## config.mk

```make
export PLATFORM = sky130hd
export DESIGN_NAME = wb_cmd_initiator_flat
export DESIGN_NICKNAME = d
export VERILOG_FILES = /design/src/rtl/wb_cmd_initiator_if.sv /design/src/rtl/wb_cmd_initiator.sv /design/src/flat_wrapper.sv
export SDC_FILE = /design/constraint.sdc
export NUM_CORES = 1
export LEC_CHECK = 0
export CAP_MARGIN = 15
export CORE_ASPECT_RATIO = 1.75
export CORE_MARGIN = 3
export CORE_UTILIZATION = 25
export CTS_CLUSTER_SIZE = 40
export DETAILED_ROUTE_END_ITERATION = 6
export REMOVE_ABC_BUFFERS = 1
export SYNTH_ARGS = -nofsm -noshare
export SYNTH_HDL_FRONTEND = slang
export SYNTH_SLANG_ARGS = --single-unit
```

## constraint.sdc

```tcl
create_clock -name wb_clk_i -period 9.75 [get_ports wb_clk_i]
set_input_delay 2.925 -clock wb_clk_i [delete_from_list [all_inputs] [get_ports wb_clk_i]]
set_output_delay 2.925 -clock wb_clk_i [all_outputs]
set_load 0.005 [all_outputs]
```

## src/rtl/wb_cmd_initiator_if.sv

```systemverilog
// Command/response stream channels plus Wishbone classic bus of the command initiator.
// master = initiator side, slave = command source, response sink and Wishbone target.
interface wb_cmd_initiator_if;
    logic [63:0] cmd_tdata;
    logic        cmd_tvalid;
    logic        cmd_tready;
    logic [33:0] rsp_tdata;
    logic        rsp_tvalid;
    logic        rsp_tready;
    logic        wb_cyc_o;
    logic        wb_stb_o;
    logic        wb_we_o;
    logic [21:0] wb_adr_o;
    logic [31:0] wb_dat_o;
    logic [3:0]  wb_sel_o;
    logic [31:0] wb_dat_i;
    logic        wb_ack_i;
    logic        wb_err_i;
    logic        wb_rty_i;

    modport master (
        input  cmd_tdata, cmd_tvalid, rsp_tready, wb_dat_i, wb_ack_i, wb_err_i, wb_rty_i,
        output cmd_tready, rsp_tdata, rsp_tvalid,
        output wb_cyc_o, wb_stb_o, wb_we_o, wb_adr_o, wb_dat_o, wb_sel_o
    );

    modport slave (
        output cmd_tdata, cmd_tvalid, rsp_tready, wb_dat_i, wb_ack_i, wb_err_i, wb_rty_i,
        input  cmd_tready, rsp_tdata, rsp_tvalid,
        input  wb_cyc_o, wb_stb_o, wb_we_o, wb_adr_o, wb_dat_o, wb_sel_o
    );
endinterface

```

## src/rtl/wb_cmd_initiator.sv

```systemverilog
// Wishbone classic initiator: one command in flight, bounded retry on rty and a per-attempt
// timeout, result returned on a response stream.
module wb_cmd_initiator #(
    parameter int unsigned TIMEOUT   = 255,
    parameter int unsigned MAX_RETRY = 3
) (
    input  logic               wb_clk_i,
    input  logic               wb_rst_i,
    wb_cmd_initiator_if.master bus
);
    localparam int unsigned TW = 16;
    localparam int unsigned RW = (MAX_RETRY > 0) ? $clog2(MAX_RETRY + 1) : 1;

    localparam logic [1:0] ST_ACK = 2'b00;
    localparam logic [1:0] ST_ERR = 2'b01;
    localparam logic [1:0] ST_RTX = 2'b10;
    localparam logic [1:0] ST_TMO = 2'b11;

    typedef enum logic [1:0] {IDLE, CYCLE, BACKOFF, RESP} state_t;

    state_t         state;
    logic [TW-1:0]  tmo_cnt;
    logic [RW-1:0]  retry_cnt;

    logic           cyc_done_c;
    logic           cyc_retry_c;
    logic [1:0]     cyc_status_c;
    logic [31:0]    cyc_rdata_c;

    logic           unused_cmd_bits;
    assign unused_cmd_bits = ^bus.cmd_tdata[62:58];

    // Termination decode for the current attempt: err > rty > ack > timeout.
    always_comb begin
        cyc_done_c   = 1'b0;
        cyc_retry_c  = 1'b0;
        cyc_status_c = ST_ACK;
        cyc_rdata_c  = '0;
        if (bus.wb_err_i) begin
            cyc_done_c   = 1'b1;
            cyc_status_c = ST_ERR;
        end else if (bus.wb_rty_i) begin
            if (retry_cnt == RW'(MAX_RETRY)) begin
                cyc_done_c   = 1'b1;
                cyc_status_c = ST_RTX;
            end else begin
                cyc_retry_c  = 1'b1;
            end
        end else if (bus.wb_ack_i) begin
            cyc_done_c   = 1'b1;
            cyc_status_c = ST_ACK;
            cyc_rdata_c  = bus.wb_we_o ? 32'h0 : bus.wb_dat_i;
        end else if (tmo_cnt == TW'(TIMEOUT - 1)) begin
            cyc_done_c   = 1'b1;
            cyc_status_c = ST_TMO;
        end
    end

    always_ff @(posedge wb_clk_i or posedge wb_rst_i) begin
        if (wb_rst_i) begin
            state          <= IDLE;
            tmo_cnt        <= '0;
            retry_cnt      <= '0;
            bus.cmd_tready <= 1'b0;
            bus.rsp_tvalid <= 1'b0;
            bus.rsp_tdata  <= '0;
            bus.wb_cyc_o   <= 1'b0;
            bus.wb_stb_o   <= 1'b0;
            bus.wb_we_o    <= 1'b0;
            bus.wb_adr_o   <= '0;
            bus.wb_dat_o   <= '0;
            bus.wb_sel_o   <= '0;
        end else begin
            case (state)
                IDLE: begin
                    bus.cmd_tready <= 1'b1;
                    if (bus.cmd_tvalid && bus.cmd_tready) begin
                        bus.cmd_tready <= 1'b0;
                        bus.wb_we_o    <= bus.cmd_tdata[63];
                        bus.wb_sel_o   <= bus.cmd_tdata[57:54];
                        bus.wb_adr_o   <= bus.cmd_tdata[53:32];
                        bus.wb_dat_o   <= bus.cmd_tdata[31:0];
                        bus.wb_cyc_o   <= 1'b1;
                        bus.wb_stb_o   <= 1'b1;
                        tmo_cnt        <= '0;
                        retry_cnt      <= '0;
                        state          <= CYCLE;
                    end
                end
                CYCLE: begin
                    tmo_cnt <= tmo_cnt + TW'(1);
                    if (cyc_done_c) begin
                        bus.wb_cyc_o   <= 1'b0;
                        bus.wb_stb_o   <= 1'b0;
                        bus.rsp_tvalid <= 1'b1;
                        bus.rsp_tdata  <= {cyc_status_c, cyc_rdata_c};
                        state          <= RESP;
                    end else if (cyc_retry_c) begin
                        bus.wb_cyc_o <= 1'b0;
                        bus.wb_stb_o <= 1'b0;
                        retry_cnt    <= retry_cnt + RW'(1);
                        state        <= BACKOFF;
                    end
                end
                // One idle bus cycle between attempts; each attempt gets a fresh window.
                BACKOFF: begin
                    tmo_cnt      <= '0;
                    bus.wb_cyc_o <= 1'b1;
                    bus.wb_stb_o <= 1'b1;
                    state        <= CYCLE;
                end
                RESP: begin
                    if (bus.rsp_tready) begin
                        bus.rsp_tvalid <= 1'b0;
                        bus.cmd_tready <= 1'b1;
                        state          <= IDLE;
                    end
                end
                default: state <= IDLE;
            endcase
        end
    end
endmodule

```

## src/flat_wrapper.sv

```systemverilog
// flat-port wrapper written by rule: the top's interface ports become plain ports
module wb_cmd_initiator_flat 
#(
    parameter int unsigned TIMEOUT   = 255,
    parameter int unsigned MAX_RETRY = 3
)
  (wb_clk_i, wb_rst_i, bus_cmd_tdata, bus_cmd_tvalid, bus_rsp_tready, bus_wb_dat_i, bus_wb_ack_i, bus_wb_err_i, bus_wb_rty_i, bus_cmd_tready, bus_rsp_tdata, bus_rsp_tvalid, bus_wb_cyc_o, bus_wb_stb_o, bus_wb_we_o, bus_wb_adr_o, bus_wb_dat_o, bus_wb_sel_o);
  wb_cmd_initiator_if bus_i ();
  input  logic wb_clk_i;
  input  logic wb_rst_i;
  input wire logic [$bits(bus_i.cmd_tdata)-1:0] bus_cmd_tdata;
  input wire logic [$bits(bus_i.cmd_tvalid)-1:0] bus_cmd_tvalid;
  input wire logic [$bits(bus_i.rsp_tready)-1:0] bus_rsp_tready;
  input wire logic [$bits(bus_i.wb_dat_i)-1:0] bus_wb_dat_i;
  input wire logic [$bits(bus_i.wb_ack_i)-1:0] bus_wb_ack_i;
  input wire logic [$bits(bus_i.wb_err_i)-1:0] bus_wb_err_i;
  input wire logic [$bits(bus_i.wb_rty_i)-1:0] bus_wb_rty_i;
  output wire logic [$bits(bus_i.cmd_tready)-1:0] bus_cmd_tready;
  output wire logic [$bits(bus_i.rsp_tdata)-1:0] bus_rsp_tdata;
  output wire logic [$bits(bus_i.rsp_tvalid)-1:0] bus_rsp_tvalid;
  output wire logic [$bits(bus_i.wb_cyc_o)-1:0] bus_wb_cyc_o;
  output wire logic [$bits(bus_i.wb_stb_o)-1:0] bus_wb_stb_o;
  output wire logic [$bits(bus_i.wb_we_o)-1:0] bus_wb_we_o;
  output wire logic [$bits(bus_i.wb_adr_o)-1:0] bus_wb_adr_o;
  output wire logic [$bits(bus_i.wb_dat_o)-1:0] bus_wb_dat_o;
  output wire logic [$bits(bus_i.wb_sel_o)-1:0] bus_wb_sel_o;
  assign bus_i.cmd_tdata = bus_cmd_tdata;
  assign bus_i.cmd_tvalid = bus_cmd_tvalid;
  assign bus_i.rsp_tready = bus_rsp_tready;
  assign bus_i.wb_dat_i = bus_wb_dat_i;
  assign bus_i.wb_ack_i = bus_wb_ack_i;
  assign bus_i.wb_err_i = bus_wb_err_i;
  assign bus_i.wb_rty_i = bus_wb_rty_i;
  assign bus_cmd_tready = bus_i.cmd_tready;
  assign bus_rsp_tdata = bus_i.rsp_tdata;
  assign bus_rsp_tvalid = bus_i.rsp_tvalid;
  assign bus_wb_cyc_o = bus_i.wb_cyc_o;
  assign bus_wb_stb_o = bus_i.wb_stb_o;
  assign bus_wb_we_o = bus_i.wb_we_o;
  assign bus_wb_adr_o = bus_i.wb_adr_o;
  assign bus_wb_dat_o = bus_i.wb_dat_o;
  assign bus_wb_sel_o = bus_i.wb_sel_o;
  wb_cmd_initiator #(.TIMEOUT(TIMEOUT), .MAX_RETRY(MAX_RETRY)) u_core (.wb_clk_i(wb_clk_i), .wb_rst_i(wb_rst_i), .bus(bus_i));
endmodule
```

# Word level (Yosys, flattened, before mapping)
# Cells that the tools add are included.
[totals] reg_bits=116 input_bits=103 output_inout_bits=97 wordCells=76
[op_classes] n_addsub=2 eq_ne=11 mux=38 reduce_logical=14
[op_table] op="32-bit 2-to-1 mux" n=4
[op_table] op="16-bit one-hot mux with 3 select lines" n=1
[op_table] op="2-bit 2-to-1 mux" n=12
[op_table] op="16-bit by 1-bit adder with 16-bit output, second input constant" n=1
[op_table] op="16-bit by 8-bit equality test with 1-bit output, second input constant" n=1
[op_table] op="16-bit 2-to-1 mux" n=1
[op_table] op="1-bit 2-to-1 mux" n=15
[op_table] op="3-bit AND reduction" n=3
[op_table] op="2-bit one-hot mux with 4 select lines" n=1
[op_table] op="2-bit AND reduction" n=4
[op_table] op="2-bit equality test, second input constant" n=3
[op_table] op="2-bit by 1-bit inequality test with 1-bit output, second input constant" n=3
[op_table] op="2-bit nonzero test" n=3
[op_table] op="2-bit inequality test, second input constant" n=2
[op_table] op="1-bit one-hot mux with 2 select lines" n=2
[op_table] op="2-bit one-hot mux with 2 select lines" n=1
[op_table] op="4-bit AND reduction" n=1
[op_table] op="3-bit by 1-bit inequality test with 1-bit output, second input constant" n=1
[op_table] op="1-bit one-hot mux with 3 select lines" n=1
[op_table] op="3-bit nonzero test" n=1
[op_table] op="2-bit by 1-bit adder with 2-bit output, second input constant" n=1
[op_table] op="2-bit by 1-bit equality test with 1-bit output, second input constant" n=1
[op_table] op="2-bit logical NOT" n=1
[op_table] op="1-bit logical AND" n=1

# Logic depth before layout (Yosys ltp)
# Gate-level depths: netlist (run 1).
[logic_depth] word_depth=7 depth_mapped=8 depth_no_buf=6

# Worst setup path before layout (run 1)
# Ideal clock, no wire load.
[synth_timing] path_type="in2reg" from="input port bus_wb_rty_i" to="register u_core.bus.rsp_tdata[0]" setup_ps=65 t_arrival_ps=3860 required_ps=9685 slack_ps=5824 stages=4 n_path_buf=1 cell_sequence="or3_1 -> o21ai_2 -> buf_2 -> a22o_1"
[synth_between] elab_chain_cells=3 elab_cells_between_ends=5 cone_classes="mux: 4; reduce/logical: 1"
[synth_lines] element="start, declared" line="flat_wrapper.sv:17" rtl="input wire logic [$bits(bus_i.wb_rty_i)-1:0] bus_wb_rty_i;"
[synth_lines] element="1-bit 2-to-1 mux" line="wb_cmd_initiator.sv:42" rtl="end else if (bus.wb_rty_i) begin"
[synth_lines] element="1-bit 2-to-1 mux" line="wb_cmd_initiator.sv:39" rtl="if (bus.wb_err_i) begin"
[synth_lines] element="2-bit AND reduction (no source line)"
[synth_lines] element="end signal, assigned" line="wb_cmd_initiator.sv:96" rtl="bus.rsp_tdata <= {cyc_status_c, cyc_rdata_c};"
[synth_lines] element="end, declared" line="wb_cmd_initiator_if.sv:23" rtl="output cmd_tready, rsp_tdata, rsp_tvalid,"
# Parallel ways exist; a longest one is shown, timed or not.
# A chain may end at the register's enable or synchronous reset.

# Final worst setup path (run 1)
[layout_timing] from="register u_core.bus.cmd_tready" to="output port bus_cmd_tready"
[layout_rtl] element="start, declared" line="wb_cmd_initiator_if.sv:23"
[layout_rtl] element="start signal, assigned" line="wb_cmd_initiator.sv:64" rtl="bus.cmd_tready <= 1'b0;"
[layout_rtl] element="start signal, assigned" line="wb_cmd_initiator.sv:76" rtl="bus.cmd_tready <= 1'b1;"
[layout_rtl] element="start signal, assigned" line="wb_cmd_initiator.sv:78" rtl="bus.cmd_tready <= 1'b0;"
[layout_rtl] element="end, declared" line="flat_wrapper.sv:18" rtl="output wire logic [$bits(bus_i.cmd_tready)-1:0] bus_cmd_tready;"
# No word-level cell between the ends.

==> reports/metrics.yaml, run 1 <==
wl_per_cell_um: 15.27
final_antenna_net_count: 0
synth_ff_type: "dfrtp_1"
die_y_um: 188.8
hold_depth: 2
skew_ns: 0.006683
max-vdd-ir-drop_mv: 0.09937
drtIter0Drc: 131
cts.clk_slew.worst_paths_ns: 0.05
vias: 4118
die_x_um: 110.5
min_from: "u_core.bus.wb_sel_o[2]$_DFFE_PP0P_"
hold_ws_ns: 0.4692
first_global_vias: 4339
max_slew_margin: 0.4329
ys_ff_latch: 116
area_delta_synth_final_pct: 56.25
slowest_delay_ns: 0.57
cp-end-kind: "primary output"
cts_max_path_buffers: 2
grt_max_degree: 67
start_util: 0.2559
rsz0062_at_grt: "no"
drc: 0
drtPass1Iterations: 4
crit_slowest_cell: "clkdlybuf4s50_1"
fp-row-count: 66
boundaryPins: 200
final_area_um2: 7462
fin_ws_ns: 5.412
reg2reg_to: "u_core.bus.rsp_tdata[11]$_DFFE_PP0P_"
fin_nets: 778
setup.worst_path.start: "u_core.bus.cmd_tready$_DFFE_PP0P_"
antenna_found_initial: 0
path_cells: "clkdlybuf4s50_1"
p_leak_nw: 3.371
status: "completed"
coreArea_um2: 18660
synth_warnings: 0
crit_family: "buffers and inverters"
max_freq_mhz: 230.5
cts_sinks: 116
powerDensity_nw_per_um2: 271.1
die_area_um2: 20860
cts_tree: "built"
place_area_um2: 6933
dp_hpwl_mm: 9.514
final_layout_size_suffix_gt1_frac: 0.06287
path_buf_inv: 1
power_mw: 2.023
synth_cells: 484
min_to: "u_core.bus.wb_sel_o[2]$_DFFE_PP0P_"
worstMarginPinSlew_ns: 0.8506
grt_pass1_wl_mm: 23.53
critPathMaxFanout: 6
r2r_slack_ns: 7.69
setup_viol: 0
ctsResizeCount: 0
fillCellCount: 1880
synth_edf_count: 0
postCtsSetupBuffers: 0
r2r-start: "u_core.state[1]$_DFFE_PP0P_"
final_cells: 922
syn_area_um2: 4776
portBuffers: 194
required_ns: 6.83
place_ws_ns: 4.908
reg2regPathDepth: 4
path_class: "reg2out"
routed_wl_mm: 14.08
report.final.slew_viol_count: 0
fin_util: 0.3998
h-tree-depth: 4
hold_class: "reg2reg"
yosys.cell_types.count: 46
period_needed_ns: 4.338
holdBufCountCts: 0
root_buffer: "clkbuf_16"
track_usage: 0.1417
vias_per_cell: 4.466
avgSynthCellArea_um2: 9.867
cp-start-kind: "flop"
diodes: 0
hold_viol: 0
clk_latency_ns: 0.41
cp.depth: 1
synth-async-reset-ratio: 1.000
period_share: 0.4449
gp_congestion: 0.7523
arrival_ns: 1.41
setup_tns_ns: 0
grt-ovfl-total: 0
dp_cells: 891
cts_buffers: 17
maxCapViolCount: 0
synth_seq_area_share: 0.6078
-- kinds of logic (layout without fill, tap and decap cells) --
| kind of cell | count (synthesis) | after routing | share of synthesized area |
|---|---|---|---|
| AND/OR/NAND/NOR | 238 | 238 | 0.2106 |
| flip-flops | 116 | 116 | 0.6078 |
| AO/OA/AOI/OAI | 84 | 84 | 0.1307 |
| buffers and inverters | 40 | 240 | 0.03694 |
| adder cells (fa/ha/maj) | 3 | 3 | 0.007860 |
| multiplexers | 2 | 2 | 0.004192 |
| XOR/XNOR | 1 | 1 | 0.001834 |
-- worst max path at each step --
stage	to	slack (ns)
after CTS	u_core.bus.wb_adr_o[11]$_DFFE_PP0P_	5.36
after global routing	u_core.bus.wb_adr_o[11]$_DFFE_PP0P_	5.14
after detailed placement	u_core.bus.wb_dat_o[18]$_DFFE_PP0P_	4.91
after global placement	u_core.bus.wb_dat_o[18]$_DFFE_PP0P_	4.89
after floorplan	u_core.bus.cmd_tready$_DFFE_PP0P_	3.75
final	bus_cmd_tready	5.41
-- cell type report --
class / count / area [µm²] / share of cell area
Sequential cell: 116 / 2903 / 0.3890
Multi-Input combinational cell: 328 / 1709 / 0.2290
Clock inverter: 11 / 82.58 / 0.01107
Timing Repair Buffer: 200 / 1987 / 0.2663
Tap cell: 238 / 297.8 / 0.03991
Inverter: 9 / 36.28 / 0.004863
Clock buffer: 20 / 446.7 / 0.05986
-- sequential cells by signal (all words and copies together) (netlist names) --
signal                 flops
u_core.bus.rsp_tdata      34
u_core.bus.wb_dat_o       32
u_core.bus.wb_adr_o       22
u_core.tmo_cnt            16
u_core.bus.wb_sel_o        4
u_core.retry_cnt           2
u_core.state               2
u_core.bus.cmd_tready      1
u_core.bus.rsp_tvalid      1
u_core.bus.wb_cyc_o        1
u_core.bus.wb_we_o         1
-- worst reg2reg max path, delay by kind of cell, from the launching register on --
| family | cells | cell delay, ns |
|---|---|---|
| buffers and inverters | 1 | 0.38 |
| and+or+nand+nor | 2 | 0.93 |
| AOI/OAI and AO/OA | 1 | 0.21 |
| DFF | 1 | 0.48 |
-- cell usage in the layout (no fill, tap or decap), drive strengths merged, types with 4 or more instances in the layout --
cell / Yosys / final
clkbuf: 19 / 20
dfrtp: 116 / 116
o211ai: 7 / 7
clkinv: 0 / 5
a21oi: 7 / 7
or4: 4 / 4
nand2: 191 / 191
inv: 9 / 10
nor2: 6 / 6
nor3: 4 / 4
a22o: 32 / 32
nand2b: 6 / 6
clkdlybuf4s50: 0 / 194
buf: 12 / 6
nand3: 10 / 10
clkinvlp: 0 / 5
o21ai: 17 / 17
-- routing by layer --
layer  part of all wire  vias to the layer above  global-route usage  wire length (µm)
met5                  0                        -                   0                 0
met2               0.54                      130              0.2505              7624
met3              0.055                       16             0.03888               774
met1               0.38                     1965              0.1595              5389
li1                   -                     2007                   -                 -
met4              0.021                        0             0.05974               289
-- synthesized netlist by cell type, drive strengths merged (4+ instances only) --
cell type | instances | area [µm²]
a21oi | 7 | 35.03
nand3 | 10 | 50.05
a22o | 32 | 280.3
clkbuf | 19 | 73.82
inv | 9 | 33.78
nand2 | 191 | 716.9
nor2 | 6 | 22.52
nand2b | 6 | 37.54
buf | 12 | 68.82
nor3 | 4 | 20.02
o21ai | 17 | 88.84
dfrtp | 116 | 2903
o211ai | 7 | 52.55
or4 | 4 | 30.03
-- where the power goes --
| part | switching, mW | leakage, nW | total [mW] | internal, mW |
|---|---|---|---|---|
| clock network | 0.229 | 0.244 | 0.559 | 0.330 |
| logic | 0.307 | 1.62 | 0.711 | 0.404 |
| registers | 0.104 | 1.51 | 0.754 | 0.649 |
| total | 0.640 | 3.37 | 2.02 | 1.38 |
Note: power is estimated with default switching activity, not from simulation.
==> inputs of run 2 (changes only) <==
==> constraint.sdc (replaced) <==
create_clock -name wb_clk_i -period 3.78 [get_ports wb_clk_i]
set_input_delay 1.134 -clock wb_clk_i [delete_from_list [all_inputs] [get_ports wb_clk_i]]
set_output_delay 1.134 -clock wb_clk_i [all_outputs]
set_load 0.005 [all_outputs]
==> run 2 against run 1 <==
Effect of this change:
- count of clock-buffer cells in the layout rose by 1
- global-route usage fell by 0.094 points
- routed wire length fell by 0.28%
- clock power rose to 3.0 times the previous value
- worst setup slack got worse by 4.2 ns
- hold slack barely moved
- clock skew rose by 0.00054 ns
- critical endpoint is now u_core.bus.wb_adr_o[11]$_DFFE_PP0P_
- largest cell class unchanged
==> reports/metrics.yaml, run 2 (same netlist as run 1, synthesis figures left out) <==
cp-end-kind: "flop"  # was primary output
root_buffer: "clkbuf_16"  # unchanged
status: "completed"  # unchanged
report.final.slew_viol_count: 0  # unchanged
cp-start-kind: "input port"  # was flop
dp_hpwl_mm: 9.665  # was 9.514 mm
worstMarginPinSlew_ns: 0.8287  # was 0.8506 ns
grt_max_degree: 67  # unchanged
drc: 0  # unchanged
die_x_um: 110.5  # unchanged
rsz0062_at_grt: "no"  # unchanged
antenna_found_initial: 0  # unchanged
die_area_um2: 20860  # unchanged
ctsResizeCount: 0  # unchanged
cts_buffers: 17  # unchanged
area_delta_synth_final_pct: 58.71  # was 56.25%
reg_top3: "u_core.bus.rsp_tdata (34), u_core.bus.wb_dat_o (32), u_core.bus.wb_adr_o (22)"  # unchanged
p_leak_nw: 3.437  # was 3.371 nW
cts_tree: "built"  # unchanged
clk_latency_ns: 0.41  # about the same
final_layout_size_suffix_gt1_frac: 0.06287  # unchanged
place_area_um2: 6965  # was 6933 µm²
fin_nets: 779  # was 778
portBuffers: 194  # unchanged
max-vdd-ir-drop_mv: 0.3134  # was 0.09937 mV
largest_reg_flops: 34  # unchanged
critPathMaxFanout: 32  # was 6
vias: 4143  # was 4118
period_needed_ns: 2.589
start_util: 0.2559  # unchanged
routed_wl_mm: 14.04  # was 14.08 mm
first_global_vias: 4322  # was 4339
skew_ns: 0.007225  # was 0.006683 ns
cts_sinks: 116  # unchanged
powerDensity_nw_per_um2: 723.1  # was 271.1 nW/µm²
hold_class: "reg2reg"  # unchanged
boundaryPins: 200  # unchanged
regMostFlops: "u_core.bus.rsp_tdata"  # unchanged
final_area_um2: 7580  # was 7462 µm²
place_ws_ns: 0.7122  # was 4.908 ns
final_antenna_net_count: 0  # unchanged
track_usage: 0.1408  # was 0.1417
hold_viol: 0  # unchanged
fp-row-count: 66  # unchanged
arrival_ns: 2.88  # was 1.41 ns
required_ns: 4.07  # was 6.83 ns
coreArea_um2: 18660  # unchanged
vias_per_cell: 4.493  # was 4.466
layout.cells.most_common: "clkdlybuf4s50_1"  # unchanged
h-tree-depth: 4  # unchanged
grt-ovfl-total: 0  # unchanged
wl_per_cell_um: 15.23  # was 15.27 µm
gp_congestion: 0.7306  # was 0.7523
setup_viol: 0  # unchanged
diodes: 0  # unchanged
drtPass1Iterations: 4  # unchanged
cts_max_path_buffers: 2  # unchanged
cts.clk_slew.worst_paths_ns: 0.06  # was 0.05 ns
fin_ws_ns: 1.191  # was 5.412 ns
drtIter0Drc: 205  # was 131
path_class: "in2reg"  # was reg2out
die_y_um: 188.8  # unchanged
max_slew_margin: 0.4475  # was 0.4329
postCtsSetupBuffers: 0  # unchanged
max_freq_mhz: 386.3
holdBufCountCts: 0  # unchanged
period_share: 0.6848
maxCapViolCount: 0  # unchanged
grt_pass1_wl_mm: 23.47  # was 23.53 mm
layout_common_cells: "194 x clkdlybuf4s50_1, 191 x nand2_1, 116 x dfrtp_1"  # unchanged
==> run 2: cell count changes in the layout (fill, tap and decap cells not counted), moves of 2 or more <==
| cell | before | now |
|---|---|---|
| buf_12 | 0 | 2 |
| bufinv_16 | 0 | 4 |
| clkinv_4 | 3 | 1 |
| clkinvlp_4 | 5 | 2 |
==> run 2: per-stage QoR <==
| step | utilization | std cells | TNS (ns) | power, mW | hold WS [ns] |
|---|---|---|---|---|---|
| floorplan | - | 453 | -54.19 | 2.632 | 0.4436 |
| global placement | 0.3732 | 892 | 0 | 3.817 | 0.4566 |
| detailed placement | 0.3732 | 892 | 0 | 3.844 | 0.4609 |
| CTS | 0.4061 | 922 | 0 | 5.582 | 0.4746 |
| global route | 0.4061 | 922 | 0 | 5.864 | 0.4926 |
| finish | 0.4061 | 922 | 0 | 5.481 | 0.4691 |
==> run 2: worst paths after layout <==
check                                                        start                                    to  slack [ns]  cells past startpoint
min in group asynchronous                                 wb_rst_i    u_core.bus.wb_adr_o[8]$_DFFE_PP0P_        1.03                      2
worst max register to register         u_core.state[1]$_DFFE_PP0P_  u_core.bus.rsp_tdata[14]$_DFFE_PP0P_        1.71                      4
max in group asynchronous                                 wb_rst_i  u_core.bus.rsp_tdata[15]$_DFFE_PP0P_        2.05                      3
worst max-delay path                                bus_cmd_tvalid   u_core.bus.wb_adr_o[11]$_DFFE_PP0P_        1.19                      5
worst min-delay path            u_core.bus.wb_sel_o[1]$_DFFE_PP0P_    u_core.bus.wb_sel_o[1]$_DFFE_PP0P_        0.47                      2
worst min register to register  u_core.bus.wb_sel_o[1]$_DFFE_PP0P_    u_core.bus.wb_sel_o[1]$_DFFE_PP0P_        0.47                      2
==> run 2: metal layers <==
layer,GRT usage,part of all wire,up-vias
met2,0.2561,0.55,125
met4,0.05737,0.019,0
met1,0.1570,0.38,1997
met5,0,0,-
met3,0.03246,0.049,14
li1,-,-,2007
==> run 2: cell type report <==
cell class	instances	area [µm²]
fillers	1842	11080
flip-flops and latches	116	2903
repair buffers	201	2019
multi-input cells	328	1709
clock buffers	21	460.4
well taps	238	297.8
clock inverters	9	153.9
inverters	9	36.28
==> run 2: power by group <==
| group | switching (mW) | total (mW) | internal (mW) |
|---|---|---|---|
| Sequential | 0.262 | 1.94 | 1.68 |
| Clock | 0.568 | 1.70 | 1.13 |
| Combinational | 0.797 | 1.85 | 1.05 |
==> run 2: worst max-delay path: stages <==
cell and delay (ns):
clkdlybuf4s50_1 0.55, nand3_2 0.62, buf_12 0.43, nand2_1 0.08, nand2_1 0.05
==> inputs of run 3 (changes only) <==
==> constraint.sdc (replaced) <==
create_clock -name wb_clk_i -period 2.15 [get_ports wb_clk_i]
set_input_delay 0.645 -clock wb_clk_i [delete_from_list [all_inputs] [get_ports wb_clk_i]]
set_output_delay 0.645 -clock wb_clk_i [all_outputs]
set_load 0.005 [all_outputs]
==> run 3 against run 2 <==
Effect of this change:
- utilization grew 1.0 points
- sequential share of layout area shrank 0.94 points
- clock power increased by 76%
- combinational power rose by 83%
- register-to-register slack got worse by 1.4 ns
- critical path type is now reg2out
==> reports/metrics.yaml, run 3 (same netlist as run 1, synthesis figures left out) <==
worstMarginPinSlew_ns: 0.3834  # was 0.8287 ns
skew_ns: 0.01019  # was 0.007225 ns
regMostFlops: "u_core.bus.rsp_tdata"  # unchanged
setup_viol: 0  # unchanged
portBuffers: 194  # unchanged
cp-start-kind: "flop"  # was input port
max-vdd-ir-drop_mv: 0.5411  # was 0.3134 mV
crit_family: "buffers and inverters"  # unchanged
path_buf_inv: 1  # was 2
vias: 4192  # was 4143
grt_max_degree: 69  # was 67
start_util: 0.2559  # unchanged
status: "completed"  # unchanged
fin_ws_ns: 0.09897  # was 1.191 ns
drc: 0  # unchanged
grt-ovfl-total: 0  # unchanged
path_class: "reg2out"  # was in2reg
place_ws_ns: -0.08546  # was 0.7122 ns
arrival_ns: 1.41  # was 2.88 ns
die_x_um: 110.5  # unchanged
final_area_um2: 7770  # was 7580 µm²
dp_hpwl_mm: 9.915  # was 9.665 mm
clk_latency_ns: 0.41  # about the same
setup_tns_ns: 0  # unchanged
maxCapViolCount: 0  # unchanged
largest_reg_flops: 34  # unchanged
diodes: 0  # unchanged
max_freq_mhz: 487.6
layout.cells.most_common: "clkdlybuf4s50_1"  # unchanged
grt_pass1_wl_mm: 23.28  # was 23.47 mm
final_layout_size_suffix_gt1_frac: 0.08845  # was 0.06287
fp-row-count: 66  # unchanged
reg_top3: "u_core.bus.rsp_tdata (34), u_core.bus.wb_dat_o (32), u_core.bus.wb_adr_o (22)"  # unchanged
powerDensity_nw_per_um2: 1262  # was 723.1 nW/µm²
hold_viol: 0  # unchanged
coreArea_um2: 18660  # unchanged
ctsResizeCount: 0  # unchanged
layout_common_cells: "194 x clkdlybuf4s50_1, 191 x nand2_1, 116 x dfrtp_1"  # unchanged
drtPass1Iterations: 4  # unchanged
period_needed_ns: 2.051
p_leak_nw: 3.535  # was 3.437 nW
die_area_um2: 20860  # unchanged
cts_max_path_buffers: 2  # unchanged
wl_per_cell_um: 15.15  # was 15.23 µm
area_delta_synth_final_pct: 62.69  # was 58.71%
cts_buffers: 17  # unchanged
final_antenna_net_count: 0  # unchanged
first_global_vias: 4449  # was 4322
cts_tree: "built"  # unchanged
track_usage: 0.1392  # was 0.1408
cts_sinks: 116  # unchanged
postCtsSetupBuffers: 0  # unchanged
cts.clk_slew.worst_paths_ns: 0.05  # was 0.06 ns
die_y_um: 188.8  # unchanged
place_area_um2: 7141  # was 6965 µm²
holdBufCountCts: 0  # unchanged
root_buffer: "clkbuf_16"  # unchanged
routed_wl_mm: 14.23  # was 14.04 mm
antenna_found_initial: 1  # was 0
max_slew_margin: 0.7424  # was 0.4475
required_ns: 1.50  # was 4.07 ns
report.final.slew_viol_count: 0  # unchanged
fin_nets: 794  # was 779
vias_per_cell: 4.464  # was 4.493
cp-end-kind: "primary output"  # was flop
rsz0062_at_grt: "no"  # unchanged
boundaryPins: 200  # unchanged
slowest_delay_ns: 0.57  # was 0.62 ns
h-tree-depth: 4  # unchanged
period_share: 0.9540
drtIter0Drc: 213  # was 205
hold_class: "reg2reg"  # unchanged
critPathMaxFanout: 6  # was 32
crit_slowest_cell: "clkdlybuf4s50_1"  # was nand3_2
gp_congestion: 0.7869  # was 0.7306
path_cells: "clkdlybuf4s50_1"  # was clkdlybuf4s50_1 -> nand3_2 -> buf_12 -> nand2_1 -> nand2_1
==> run 3: cell types whose count changed in the layout (fill, tap and decap cells not counted) <==
| cell | previous run | this run |
|---|---|---|
| clkinvlp_4 | 2 | 3 |
| clkbuf_1 | 2 | 0 |
| clkbuf_8 | 2 | 4 |
| bufinv_16 | 4 | 3 |
| buf_4 | 5 | 15 |
| buf_12 | 2 | 7 |
| inv_6 | 0 | 1 |
| clkinv_4 | 1 | 2 |
==> run 3: where the power goes <==
part | internal, mW | switching (mW) | total, mW
Sequential | 2.95 | 0.477 | 3.42
Combinational | 1.96 | 1.42 | 3.38
Clock | 1.95 | 1.05 | 3.00
Total | 6.86 | 2.95 | 9.81
==> run 3: final timing paths <==
| path | startpoint | endpoint | slack [ns] | cells past startpoint |
|---|---|---|---|---|
| max reg2reg | u_core.tmo_cnt[0]$_DFFE_PP0P_ | u_core.bus.rsp_tdata[27]$_DFFE_PP0P_ | 0.29 | 7 |
| min reg2reg | u_core.bus.wb_adr_o[14]$_DFFE_PP0P_ | u_core.bus.wb_adr_o[14]$_DFFE_PP0P_ | 0.47 | 2 |
| min | u_core.bus.wb_adr_o[14]$_DFFE_PP0P_ | u_core.bus.wb_adr_o[14]$_DFFE_PP0P_ | 0.47 | 2 |
| min in group asynchronous | wb_rst_i | u_core.bus.wb_adr_o[12]$_DFFE_PP0P_ | 0.64 | 3 |
| max | u_core.bus.cmd_tready$_DFFE_PP0P_ | bus_cmd_tready | 0.1 | 1 |
| max in group asynchronous | wb_rst_i | u_core.bus.wb_dat_o[3]$_DFFE_PP0P_ | 1.15 | 3 |
==> run 3: cell type report <==
cell class                      instances  area (µm²)
Clock buffer                           21       480.5
Multi-Input combinational cell        328        1709
Sequential cell                       116        2903
Tap cell                              238       297.8
Fill cell                            1837       10890
Inverter                                9       36.28
Timing Repair Buffer                  216        2195
Clock inverter                         11       148.9
==> run 3: metrics by stage <==
step                utilization  instances  hold WS (ns)  power, mW
floorplan                     -        453        0.4436      4.627
global placement         0.3826        907        0.4570      6.844
detailed placement       0.3826        907        0.4609      6.898
CTS                      0.4163        939        0.4753      9.984
global route             0.4163        939        0.4928      10.46
finish                   0.4163        939        0.4667      9.805
==> run 3: per-layer routing <==
layer	track usage	up-vias	part of all wire
met5	0	-	0.0014
met4	0.06449	2	0.025
met3	0.03952	21	0.048
met2	0.2521	124	0.54
met1	0.1481	2007	0.38
li1	-	2038	-
